**src/rtl/ysyx_041514_wb_arbiter_pkg.sv**
```systemverilog
// ysyx_041514_wb_arbiter_pkg
//   Shared widths, the writeback entry record and the arbiter state encoding
//   used by the writeback arbiter and its MDU holding register.
package ysyx_041514_wb_arbiter_pkg;

  localparam int XLEN      = 64;
  localparam int INST_LEN  = 32;
  localparam int REG_ADDRW = 5;

  // One instruction's worth of writeback/commit information.
  typedef struct packed {
    logic [XLEN-1:0]      pc;
    logic [INST_LEN-1:0]  inst;
    logic [REG_ADDRW-1:0] rd;
    logic                 wen;
    logic [XLEN-1:0]      data;
  } wb_entry_t;

  // IDLE: holding register empty. HOLD: one MDU result waiting for a grant.
  typedef enum logic [0:0] {
    ARB_IDLE = 1'b0,
    ARB_HOLD = 1'b1
  } arb_state_e;

  // A granted entry only writes the regfile when it asks to and rd is not x0.
  function automatic logic gpr_write_en(input wb_entry_t e);
    return e.wen && (e.rd != '0);
  endfunction

endpackage

```
**src/rtl/ysyx_041514_wb_holdreg.sv**
```systemverilog
// ysyx_041514_wb_holdreg
//   Single-entry holding register for MDU results.
//   Ports:
//     clk, rst        : clock, synchronous active-high reset
//     i_push, i_entry : load i_entry (only legal while o_ready)
//     i_pop           : release the held entry (only legal while o_valid)
//     o_valid         : an entry is held
//     o_ready         : register is empty and can accept a push
//     o_entry         : the held entry
module ysyx_041514_wb_holdreg
  import ysyx_041514_wb_arbiter_pkg::*;
(
  input  logic      clk,
  input  logic      rst,
  input  logic      i_push,
  input  wb_entry_t i_entry,
  input  logic      i_pop,
  output logic      o_valid,
  output logic      o_ready,
  output wb_entry_t o_entry
);

  logic      r_valid;
  wb_entry_t r_entry;

  // Ready is not a function of pop: a new result never overwrites an
  // entry in the same cycle it leaves, which keeps capture-to-write at
  // two cycles minimum and avoids any bypass path.
  always_ff @(posedge clk) begin
    if (rst) begin
      r_valid <= 1'b0;
      r_entry <= '0;
    end else if (i_push) begin
      r_valid <= 1'b1;
      r_entry <= i_entry;
    end else if (i_pop) begin
      r_valid <= 1'b0;
    end
  end

  assign o_valid = r_valid;
  assign o_ready = !r_valid;
  assign o_entry = r_entry;

endmodule

```
**src/rtl/ysyx_041514_wb_arbiter.sv**
```systemverilog
// ysyx_041514_wb_arbiter
//   Shares the GPR write port and the commit channel between the in-order
//   MEM/WB stage and the multiply/divide unit. The pipe wins by default; a
//   buffered MDU result may lose at most STARVE_LIMIT consecutive times.
//   Ports:
//     clk, rst                 : clock, synchronous active-high reset
//     pipe_*_i / pipe_ready_o  : pipeline writeback entry and its handshake
//     mdu_*_i  / mdu_ready_o   : MDU result and its handshake
//     gpr_*_o                  : registered regfile write port
//     commit_*_o               : registered commit record (pc/inst 0 if none)
//     mdu_pending_o            : MDU result held, for the hazard unit
//     dbg_state_o, dbg_starve_cnt_o : arbiter FSM state and starvation count
//
//   Handshakes: a transfer happens on a rising edge where valid && ready.
//   Valid must not depend on ready; ready may depend on valid/state.
module ysyx_041514_wb_arbiter
  import ysyx_041514_wb_arbiter_pkg::*;
#(
  parameter  int STARVE_LIMIT = 4,
  localparam int CNTW         = $clog2(STARVE_LIMIT + 1)
) (
  input  logic                 clk,
  input  logic                 rst,
  input  logic                 pipe_valid_i,
  output logic                 pipe_ready_o,
  input  logic [XLEN-1:0]      pipe_pc_i,
  input  logic [INST_LEN-1:0]  pipe_inst_i,
  input  logic [REG_ADDRW-1:0] pipe_rd_i,
  input  logic                 pipe_wen_i,
  input  logic [XLEN-1:0]      pipe_data_i,
  input  logic                 mdu_valid_i,
  output logic                 mdu_ready_o,
  input  logic [XLEN-1:0]      mdu_pc_i,
  input  logic [INST_LEN-1:0]  mdu_inst_i,
  input  logic [REG_ADDRW-1:0] mdu_rd_i,
  input  logic [XLEN-1:0]      mdu_data_i,
  output logic                 gpr_wen_o,
  output logic [REG_ADDRW-1:0] gpr_waddr_o,
  output logic [XLEN-1:0]      gpr_wdata_o,
  output logic                 commit_valid_o,
  output logic [XLEN-1:0]      commit_pc_o,
  output logic [INST_LEN-1:0]  commit_inst_o,
  output logic                 mdu_pending_o,
  output arb_state_e           dbg_state_o,
  output logic [CNTW-1:0]      dbg_starve_cnt_o
);

  localparam logic [CNTW-1:0] LIMIT = CNTW'(STARVE_LIMIT);

  arb_state_e      r_state;
  arb_state_e      w_state_next;
  logic [CNTW-1:0] r_starve_cnt;
  logic [CNTW-1:0] w_starve_next;

  logic            w_hold_valid;
  logic            w_hold_ready;
  wb_entry_t       w_hold_entry;
  wb_entry_t       w_mdu_entry;
  wb_entry_t       w_pipe_entry;
  wb_entry_t       w_sel_entry;
  logic            w_mdu_push;
  logic            w_pipe_grant;
  logic            w_mdu_grant;
  logic            w_at_limit;

  assign w_pipe_entry = '{pc: pipe_pc_i, inst: pipe_inst_i, rd: pipe_rd_i,
                          wen: pipe_wen_i, data: pipe_data_i};
  // MDU results always target a GPR.
  assign w_mdu_entry  = '{pc: mdu_pc_i, inst: mdu_inst_i, rd: mdu_rd_i,
                          wen: 1'b1, data: mdu_data_i};

  assign w_mdu_push   = mdu_valid_i && w_hold_ready;

  ysyx_041514_wb_holdreg u_holdreg (
    .clk     (clk),
    .rst     (rst),
    .i_push  (w_mdu_push),
    .i_entry (w_mdu_entry),
    .i_pop   (w_mdu_grant),
    .o_valid (w_hold_valid),
    .o_ready (w_hold_ready),
    .o_entry (w_hold_entry)
  );

  always_ff @(posedge clk) begin
    if (rst) begin
      r_state      <= ARB_IDLE;
      r_starve_cnt <= '0;
    end else begin
      r_state      <= w_state_next;
      r_starve_cnt <= w_starve_next;
    end
  end

  // HOLD tracks exactly when the holding register is occupied. The pipe is
  // refused only when the held MDU result has used up its losses; that
  // refusal depends on registered state alone, never on pipe_valid_i.
  always_comb begin
    w_state_next  = r_state;
    w_starve_next = r_starve_cnt;
    w_at_limit    = (r_state == ARB_HOLD) && (r_starve_cnt == LIMIT);
    pipe_ready_o  = !w_at_limit;
    w_pipe_grant  = pipe_valid_i && !w_at_limit;
    w_mdu_grant   = 1'b0;
    case (r_state)
      ARB_IDLE: begin
        if (w_mdu_push) w_state_next = ARB_HOLD;
      end
      ARB_HOLD: begin
        w_mdu_grant = !w_pipe_grant;
        if (w_mdu_grant) begin
          w_starve_next = '0;
          w_state_next  = ARB_IDLE;
        end else if (r_starve_cnt != LIMIT) begin
          w_starve_next = r_starve_cnt + CNTW'(1);
        end
      end
      default: begin
        w_state_next  = ARB_IDLE;
        w_starve_next = '0;
      end
    endcase
  end

  assign w_sel_entry = w_pipe_grant ? w_pipe_entry : w_hold_entry;

  // Write address/data only change on a grant so the regfile sees a
  // stable bus between writes; enable and commit fields return to zero.
  always_ff @(posedge clk) begin
    if (rst) begin
      gpr_wen_o      <= 1'b0;
      gpr_waddr_o    <= '0;
      gpr_wdata_o    <= '0;
      commit_valid_o <= 1'b0;
      commit_pc_o    <= '0;
      commit_inst_o  <= '0;
    end else if (w_pipe_grant || w_mdu_grant) begin
      gpr_wen_o      <= gpr_write_en(w_sel_entry);
      gpr_waddr_o    <= w_sel_entry.rd;
      gpr_wdata_o    <= w_sel_entry.data;
      commit_valid_o <= 1'b1;
      commit_pc_o    <= w_sel_entry.pc;
      commit_inst_o  <= w_sel_entry.inst;
    end else begin
      gpr_wen_o      <= 1'b0;
      commit_valid_o <= 1'b0;
      commit_pc_o    <= '0;
      commit_inst_o  <= '0;
    end
  end

  assign mdu_ready_o      = w_hold_ready;
  assign mdu_pending_o    = w_hold_valid;
  assign dbg_state_o      = r_state;
  assign dbg_starve_cnt_o = r_starve_cnt;

endmodule
```
**config.mk**
```make
export PLATFORM = sky130hd
export DESIGN_NAME = ysyx_041514_wb_arbiter
export DESIGN_NICKNAME = d
export VERILOG_FILES = /design/src/rtl/ysyx_041514_wb_arbiter_pkg.sv /design/src/rtl/ysyx_041514_wb_holdreg.sv /design/src/rtl/ysyx_041514_wb_arbiter.sv
export SDC_FILE = /design/constraint.sdc
export NUM_CORES = 1
export LEC_CHECK = 0
export CAP_MARGIN = 15
export CORE_AREA = 2 2 200 202
export DETAILED_ROUTE_END_ITERATION = 8
export DIE_AREA = 0 0 202 204
export DONT_BUFFER_PORTS = 1
export GPL_TIMING_DRIVEN = 1
export SYNTH_ARGS = -nofsm -noshare
export SYNTH_HDL_FRONTEND = slang
export SYNTH_SLANG_ARGS = --single-unit
```
**constraint.sdc**
```tcl
create_clock -name clk -period 1.8 [get_ports clk]
set_input_delay 0.45 -clock clk [delete_from_list [all_inputs] [get_ports clk]]
set_output_delay 0.45 -clock clk [all_outputs]
set_load 0.005 [all_outputs]
```
==> impl_metrics.tcl, run 1 <==
set metrics [dict create \
    synth_top_area_share_pct 55.3 \
    clock_latency_ns 0.53 \
    synth_area_um2 12200 \
    final_common_cell "nand2_1" \
    die_w_um 202 \
    drt_iter0_markers 616 \
    chipHeight_um 204 \
    fin_skew_ns 0.0205 \
    hpwlAfterDp_um 26100 \
    io_buffers 0 \
    hold_viol_final 0 \
    post_drt_wl_per_cell_um 20.8 \
    yosys.area.top_type "dfxtp_1" \
    io_pins 509 \
    required_ns 1.35 \
    ys_seq_area_share_pct 55.3 \
    postSynthAreaPerCell_um2 8.55 \
    start_util_pct 31.3 \
    post-route-util_pct 36.3 \
    min_path_type "in2reg" \
    fin_cells 1931 \
    seqCellArea_um2 6770 \
    antenna_found_initial 3 \
    syn_inst 1433 \
    cellLeakagePower_nw 5.27 \
    start_kind "register" \
    drc_errors 0 \
    powerDensity_nw_per_um2 1170 \
    worstPathArrival_ns 1.49 \
    yosysWarnings 0 \
    worstMarginPinSlew_ns 0.449 \
    area_growth_pct 16.2 \
    maxSlewViolCount 0 \
    max_freq_mhz 515 \
    cts_root_buf "clkbuf_16" \
    ir_drop_uv 610 \
    core-area_um2 39200 \
    power_w 0.0166 \
    multi_input_area_um2 4940 \
    overflow 0 \
    placed_cells 1856 \
    critical_path_class "reg2out" \
    path_clk_slew_ns 0.06 \
    nets 1720 \
    ff2ff_setup_slack_ns 0.04 \
    outcome "finished, violations left" \
    cts_buffers 37 \
    max_cap_viol_count 0 \
    synthFlopType "dfxtp_1" \
    drive_gt1_share_pct 7.91 \
    synth.distinct_cells 32 \
    synth_fp_nets 1770 \
    cp_max_fo 7 \
    grt_use_total_pct 18.3 \
    drt-pass1-iter-count 7 \
    slew-limit-headroom_pct 70.1 \
    h-tree-depth 2 \
    antenna_left 0 \
    grt_max_degree 177 \
    gp_congestion 0.846 \
    vias 10300 \
    die_area_um2 41200 \
    synth_seq_cells 338 \
    crit_path_end_kind "output port" \
    clock-sinks 338 \
    violations "setup timing" \
    rsz0062_at_grt "true" \
    grt_pass1_wl_um 59100 \
    fill_cells 3987 \
    wirelength_um 40300 \
    routed_via_density 5.34 \
    cts_tree "yes" \
    min_period_ns 1.94 \
    synth_edf_count 0 \
    setup_viol 1 \
    grt_pass1_vias 9988 \
    synthArstFlopShare_pct 0 \
    fin_ws_ns -0.144 \
    final_cell_mix "nand2_1, dfxtp_1, a21oi_1, nand3_1, o21ai_0" \
    synth.area.top_cells "dfxtp_1, a21oi_1, nand2_1, a221o_1, nand3_1" \
    cts.path.max_buffers 3 \
    timing.final.crit_share_pct 108 \
    num_rows 73 \
]
worst max-delay path, stage by stage, from the launching register on:
cell and delay [ns]:
dfxtp_2 0.32, inv_2 0.07, ha_4 0.13, and3_4 0.23, clkinv_8 0.06, buf_12 0.14
sequential cells by signal, indices dropped and copies added, names as in the netlist:
signal and flops:
commit_inst_o 32, commit_pc_o 64, commit_valid_o 1, dbg_starve_cnt_o 3, dbg_state_o 1, gpr_waddr_o 5
gpr_wdata_o 64, gpr_wen_o 1, u_holdreg.o_entry 166, u_holdreg.o_valid 1
routing by layer:
metal / vias up / global-route usage (%) / part of all wire [%]
li1: 4816 / - / -
met1: 4916 / 20.4 / 38
met2: 515 / 31.6 / 49
met3: 56 / 7.70 / 11
met4: 0 / 5.65 / 2.2
met5: - / 0 / 0
where the power goes:
group | switching (W) | total [W] | internal (W) | leakage [nW]
clock network | 0.00302 | 0.00739 | 0.00436 | 0.586
registers | 0.000269 | 0.00817 | 0.00790 | 2.77
logic | 0.000620 | 0.00104 | 0.000420 | 1.91
path summary, 6_finish.rpt:
kind / startpoint / endpoint / cells past startpoint
min reg2reg: u_holdreg.o_entry[85]$_SDFFE_PP0P_ / u_holdreg.o_entry[85]$_SDFFE_PP0P_ / 2
min: mdu_inst_i[8] / u_holdreg.o_entry[78]$_SDFFE_PP0P_ / 2
max reg2reg: dbg_starve_cnt_o[0]$_SDFFE_PP0P_ / gpr_wdata_o[58]$_SDFFE_PP0N_ / 7
max: dbg_starve_cnt_o[0]$_SDFFE_PP0P_ / pipe_ready_o / 5
stage by stage:
stage	instance area, um^2	hold slack (ns)	setup TNS, ns	setup WS (ns)
floorplan	12200	0.433	0	0.0841
finish	14200	0.0444	-0.144	-0.144
CTS	14200	-0.0494	-0.181	-0.181
global placement	12800	0.434	0	0.00555
global route	14200	0.00258	-0.220	-0.220
detailed placement	12800	0.439	-0.928	-0.0481
cell type report:
| type | count | area share [%] |
|---|---|---|
| Antenna cell | 2 | 0.0352 |
| Inverter | 7 | 0.272 |
| Tap cell | 525 | 4.61 |
| Multi-Input combinational cell | 957 | 34.7 |
| Timing Repair Buffer | 42 | 4.56 |
| Sequential cell | 338 | 47.6 |
| Clock buffer | 50 | 7.64 |
| Clock inverter | 10 | 0.633 |
synthesized netlist by cell type, types with 2 or more instances:
cell type / n
a21oi_1: 265
buf_6: 2
clkbuf_1: 70
buf_4: 4
inv_1: 5
o21ai_0: 97
ha_1: 2
buf_1: 17
or4_1: 2
nor3_2: 2
and2_1: 69
a221o_1: 69
nor2_1: 4
dfxtp_1: 338
buf_2: 38
nand3_1: 97
nand2_1: 337
kinds of logic (layout without fill, tap and decap cells):
family | after synthesis | count (layout) | share of synthesized area [%]
other | 0 | 2 | 0
and+or+nand+nor | 519 | 519 | 18.7
adders and majority gates | 2 | 2 | 0.204
buffers and inverters | 138 | 109 | 4.87
DFF | 338 | 338 | 55.3
AOI/OAI and AO/OA | 436 | 436 | 20.9
timing repair:
action	in CTS	in global routing
hold buffers	3	1
endpoints found under the hold margin	105	54
buffers inserted	5	0
gates cloned	3	1
gates resized for setup	7	4
pin swaps	3	0
endpoints found under the setup margin	61	30
Note: power is estimated with default switching activity, not from simulation.
==> run 2: changes to the inputs <==
Settings changed: GPL_TIMING_DRIVEN 1 to 0.
==> run 2 against run 1 <==
The run still ends with setup timing left. Critical path depth grew 1. Sequential share of layout area down 2.2 points. Cell area up 5.0%. Register-to-register slack got worse by 0.26 ns. First-iteration DRC count fell by 3.7%. Die area unchanged. Sequential power is essentially flat. Routed wire length up 14%. Sequential cell count unchanged.
==> impl_metrics.tcl, run 2 (synthesis results as in run 1) <==
set metrics [dict create \
    outcome "finished, violations left" \
    violations "setup timing" \
    area_growth_pct 22.0 \
    drc_errors 0 \
    route.met3.wl_um 4480 \
    dr_wl_met2_um 22400 \
    power_w 0.0170 \
    start_kind "register" \
    hold_viol_final 0 \
    drt_iter0_markers 593 \
    grt_pass1_vias 10700 \
    cts_hold_buf 0 \
    timing.final.crit_share_pct 114 \
    worstPathArrival_ns 1.60 \
    clock-sinks 338 \
    powerDensity_nw_per_um2 1140 \
    tns_ns -13.48 \
    largest_register_ffs 166 \
    die_area_um2 41200 \
    gp_congestion 0.933 \
    slew-limit-headroom_pct 49.1 \
    grt_pass1_wl_um 66500 \
    drive_gt1_share_pct 14.6 \
    h-tree-depth 2 \
    chipHeight_um 204 \
    num_rows 73 \
    p_int_w 0.0128 \
    cts_root_buf "clkbuf_16" \
    post_drt_wl_per_cell_um 22.4 \
    antenna_found_initial 4 \
    final_cell_mix "nand2_1, dfxtp_1, a21oi_1, nand3_1" \
    fin_skew_ns 0.0117 \
    final_common_cell "nand2_1" \
    routed_via_density 5.19 \
    grt_max_degree 14 \
    cp_max_fo 5 \
    cts_buffers 37 \
    min_path_type "in2reg" \
    holdWs_ns 0.0467 \
    cts_tree "yes" \
    pwr-share-seq_pct 48.1 \
    p_sw_share_pct 24.7 \
    ir_drop_uv 636 \
    combPwrFrac_pct 7.4 \
    nets 1834 \
    start_util_pct 31.3 \
    io_buffers 0 \
    clkPwrFrac_pct 44.5 \
    preCtsSetupSlack_ns -0.816 \
    setup_viol 85 \
    vias 10600 \
    required_ns 1.35 \
    die_w_um 202 \
    core-area_um2 39200 \
    rsz0062_at_grt "true" \
    power_switching_w 0.00420 \
    top_layer "met4" \
    critical_path_class "reg2out" \
    cellLeakagePower_nw 5.53 \
    io_pins 509 \
    met1_length_um 17700 \
    worstMarginPinSlew_ns 0.764 \
    cts.path.max_buffers 3 \
    fin_ws_ns -0.255 \
    overflow 0 \
    fill_cells 3951 \
    min_period_ns 2.05 \
    maxSlewViolCount 0 \
    path_clk_slew_ns 0.06 \
    grt_use_total_pct 21.4 \
    drt-pass1-iter-count 5 \
    max_freq_mhz 487 \
    clock_latency_ns 0.53 \
    hpwlAfterDp_um 33900 \
    wirelength_um 46000 \
    crit_path_end_kind "output port" \
    antenna_left 0 \
    max_cap_viol_count 0 \
]
run 2: final timing paths:
check                                                         start                             endpoint  slack, ns  depth (start not counted)
worst max-delay path               dbg_starve_cnt_o[0]$_SDFFE_PP0P_                         pipe_ready_o      -0.25                          6
worst min-delay path                                  mdu_data_i[8]    u_holdreg.o_entry[8]$_SDFFE_PP0P_       0.05                          2
worst max register to register     dbg_starve_cnt_o[0]$_SDFFE_PP0P_          gpr_wdata_o[9]$_SDFFE_PP0N_      -0.22                         11
worst min register to register  u_holdreg.o_entry[108]$_SDFFE_PP0P_  u_holdreg.o_entry[108]$_SDFFE_PP0P_       0.45                          2
run 2: power groups by stage:
stage / Combinational (W) / Clock (W) / Sequential [W]
finish: 0.00126 / 0.00758 / 0.00818
detailed placement: 0.00117 / 0 / 0.00833
floorplan: 0.000828 / 0 / 0.00822
CTS: 0.00125 / 0.00776 / 0.00818
global route: 0.00141 / 0.00804 / 0.00822
global placement: 0.00114 / 0 / 0.00832
run 2: layout make-up:
| type | count | area (um^2) | area share [%] |
|---|---|---|---|
| clock inverters | 14 | 159 | 1.06 |
| clock buffers | 50 | 1030 | 6.92 |
| flip-flops and latches | 338 | 6780 | 45.4 |
| diodes | 3 | 7.51 | 0.0502 |
| well taps | 525 | 657 | 4.40 |
| multi-input cells | 957 | 5140 | 34.4 |
| inverters | 7 | 57.6 | 0.385 |
| repair buffers | 25 | 270 | 1.81 |
| plain buffers | 131 | 840 | 5.62 |
run 2: what timing repair did:
action | 4_1_cts | 5_1_grt
pin swaps | 16 | 6
setup buffers | 21 | 2
endpoints found under the setup margin | 293 | 246
gates resized for setup | 213 | 57
cloned | 3 | 0
run 2: worst max-delay path, stage by stage (launching register included):
cell and delay [ns]:
dfxtp_4 0.38, inv_4 0.07, ha_4 0.12, and3_4 0.19
buf_12 0.13, clkinv_16 0.06, buf_8 0.12
run 2: through the flow:
| step | util (%) | cell area [um^2] | std cells |
|---|---|---|---|
| 2_1_floorplan | - | 12200 | 1433 |
| 3_3_place_gp | 32.9 | 12900 | 1958 |
| 3_5_place_dp | 32.9 | 12900 | 1958 |
| 4_1_cts | 37.8 | 14800 | 2046 |
| 5_1_grt | 38.1 | 14900 | 2049 |
| 6_report | 38.1 | 14900 | 2050 |
run 2: per-layer routing:
| layer | global-route usage (%) | up-vias |
|---|---|---|
| met1 | 23.8 | 5041 |
| li1 | - | 5071 |
| met4 | 7.54 | 0 |
| met5 | 0 | - |
| met3 | 8.45 | 73 |
| met2 | 37.1 | 462 |
==> run 3: changes to the inputs <==
Settings changed: CORE_AREA 2 2 200 202 to 2 2 196 198, DIE_AREA 0 0 202 204 to 0 0 198 200, SYNTH_HIERARCHICAL set to 1.
==> run 3 against run 2 <==
The run still ends with setup timing left. Worst hold slack better by 0.013 ns. Critical path depth unchanged. Synthesized area grew 7.1%. Sequential cell count unchanged. Utilization up 6.9 points. Clock skew is 0.0031 ns higher. Sequential share of layout area decreased by 5.1 points. Fmax hardly changed. Via count rose by 1.7%. Critical path type unchanged. Largest cell class unchanged.
==> impl_metrics.tcl, run 3 <==
set metrics [dict create \
    rsz0062_at_grt "true" \
    overflow 0 \
    top_usage_layer "met2" \
    ir_drop_uv 616 \
    vias 10800 \
    cellLeakagePower_nw 6.30 \
    routed_via_density 5.34 \
    min_path_type "in2reg" \
    multi_input_area_um2 6270 \
    grt_use_total_pct 22.2 \
    h-tree-depth 2 \
    fin_ws_ns -0.253 \
    crit_path_end_kind "output port" \
    antenna_left 0 \
    cts_tree "yes" \
    ff2ff_setup_slack_ns -0.16 \
    max_cap_viol_count 0 \
    yosys.area.top_type "dfxtp_1" \
    timing.final.crit_share_pct 114 \
    path_clk_slew_ns 0.06 \
    grt_max_degree 14 \
    synth.area.top_cells "dfxtp_1, mux2i_1, nor2_1, nand2_1, o211ai_1" \
    die_area_um2 39600 \
    power_switching_w 0.00432 \
    start_util_pct 35.1 \
    post_drt_wl_per_cell_um 23.3 \
    synth_seq_cells 338 \
    nets 1830 \
    cts.path.max_buffers 3 \
    cp_max_fo 5 \
    synthFlopType "dfxtp_1" \
    hpwlAfterDp_um 34100 \
    io_buffers 0 \
    io_pins 509 \
    num_rows 71 \
    hold_viol_final 0 \
    clock-sinks 338 \
    worstSetupStartpoint "dbg_starve_cnt_o[1]$_SDFFE_PP0P_" \
    synth_fp_nets 1744 \
    fill_cells 3508 \
    syn_inst 1407 \
    violations "setup timing" \
    maxSlewViolCount 0 \
    worstMarginPinSlew_ns 0.863 \
    clock_latency_ns 0.53 \
    core-area_um2 37400 \
    required_ns 1.35 \
    synth.distinct_cells 37 \
    yosysWarnings 6 \
    seqCellArea_um2 6780 \
    slew-limit-headroom_pct 42.5 \
    min_to "commit_pc_o[42]$_SDFF_PP0_" \
    fin_skew_ns 0.0149 \
    p_int_w 0.0128 \
    synthArstFlopShare_pct 0 \
    pwr-share-seq_pct 48.3 \
    die_w_um 198 \
    min_delay_path_depth 2 \
    gp_congestion 0.898 \
    synth_area_um2 13100 \
    grt_use_met3_pct 8.05 \
    drt-pass1-iter-count 5 \
    min_period_ns 2.05 \
    r2r_end "commit_pc_o[1]$_SDFF_PP0_" \
    final_common_cell "dfxtp_1" \
    synth_commonest_cells "dfxtp_1, nor2_1, mux2i_1, nand2_1, a21oi_1" \
    start_kind "register" \
    synth_top_area_share_pct 51.6 \
    drive_gt1_share_pct 24.0 \
    area_growth_pct 28.3 \
    critical_path_class "reg2out" \
    chipHeight_um 200 \
    final_cell_mix "dfxtp_1, nor2_1, mux2i_1, nand2_1, nand4_1" \
    antenna_found_initial 1 \
    r2r-start "dbg_starve_cnt_o[0]$_SDFFE_PP0P_" \
    preCtsSetupSlack_ns -0.492 \
    postSynthAreaPerCell_um2 9.32 \
    largest_register_ffs 166 \
    clkPwrFrac_pct 41.5 \
    gr-usage-met1_pct 24.0 \
    met2_usage_pct 38.9 \
    drt_iter0_markers 464 \
    cts_root_buf "clkbuf_16" \
    holdWs_ns 0.0593 \
    outcome "finished, violations left" \
    cts_buffers 37 \
    reg2reg_depth 12 \
    max_freq_mhz 487 \
    setup_viol 144 \
    combPwrFrac_pct 10.2 \
    grt_pass1_wl_um 65500 \
    hold_start "pipe_pc_i[42]" \
    ys_seq_area_share_pct 51.6 \
    grt_pass1_vias 10600 \
    drc_errors 0 \
    worstPathArrival_ns 1.60 \
    powerDensity_nw_per_um2 1020 \
    yosys.cell_count.top_type "dfxtp_1" \
    wirelength_um 47200 \
    p_sw_share_pct 25.3 \
    synth_edf_count 0 \
]
[run 3: final cells by class]
type                       instances  share of cell area (%)
antenna                            1                  0.0149
buffer                           133                    6.53
clock buffer                      51                    6.05
clock inverter                     9                   0.461
inverter                           8                   0.268
multi-input combinational        924                    37.3
sequential                       338                    40.3
tap                              511                    3.80
timing repair buffer              51                    5.32
[run 3: how the worst max path moves through the flow]
stage | end | slack, ns | cells past startpoint
floorplan | pipe_ready_o | 0.1 | 7
global placement | gpr_wdata_o[33]$_SDFFE_PP0N_ | -0.46 | 7
detailed placement | gpr_wdata_o[32]$_SDFFE_PP0N_ | -0.49 | 7
CTS | pipe_ready_o | -0.38 | 7
global route | pipe_ready_o | -0.34 | 6
finish | pipe_ready_o | -0.25 | 6
[run 3: logic make-up (layout without fill, tap and decap cells)]
group | Yosys count | after routing | synth area share (%)
DFF | 338 | 338 | 51.6
other | 1 | 2 | 0.0286
muxes | 166 | 166 | 12.7
buffers and inverters | 145 | 252 | 7.29
and+or+nand+nor | 484 | 484 | 16.5
adders and majority gates | 2 | 2 | 0.191
AOI/OAI and AO/OA | 271 | 271 | 11.8
[run 3: worst max-delay path: stages (launching register included)]
cell and delay [ns]:
dfxtp_4 0.38, inv_4 0.06, ha_4 0.12, and3_4 0.24
inv_8 0.04, buf_12 0.12, buf_8 0.12
[run 3: through the flow]
step,instances,instance area [um^2],util (%),total power (W),setup TNS (ns)
finish,2026,16800,45.0,0.0171,-12.72
global route,2026,16800,45.0,0.0178,-26.58
CTS,2009,15800,42.4,0.0171,-18.95
detailed placement,1918,13800,36.8,0.00989,-48.02
global placement,1918,13800,36.8,0.00985,-43.21
floorplan,1407,13100,-,0.00943,0
[run 3: layer usage]
layer / wire length [um] / share of wire [%]
met3: 4510 / 9.6
met2: 23500 / 50
met5: 0 / 0
met4: 1690 / 3.6
met1: 17500 / 37
[run 3: power groups by stage]
stage / Combinational (W) / Sequential [W] / Clock, W
2_1_floorplan: 0.00115 / 0.00828 / 0
3_3_place_gp: 0.00145 / 0.00840 / 0
3_5_place_dp: 0.00149 / 0.00840 / 0
4_1_cts: 0.00158 / 0.00825 / 0.00729
5_1_grt: 0.00190 / 0.00831 / 0.00755
6_report: 0.00174 / 0.00826 / 0.00710
[run 3: repair_timing]
item / 4_1_cts / 5_1_grt
hold endpoints to repair: 4 / 0
cloned: 10 / 8
setup buffers: 21 / 12
pin swaps: 30 / 96
setup endpoints to repair: 169 / 262
hold buffers: 1 / 0
gates resized for setup: 177 / 200
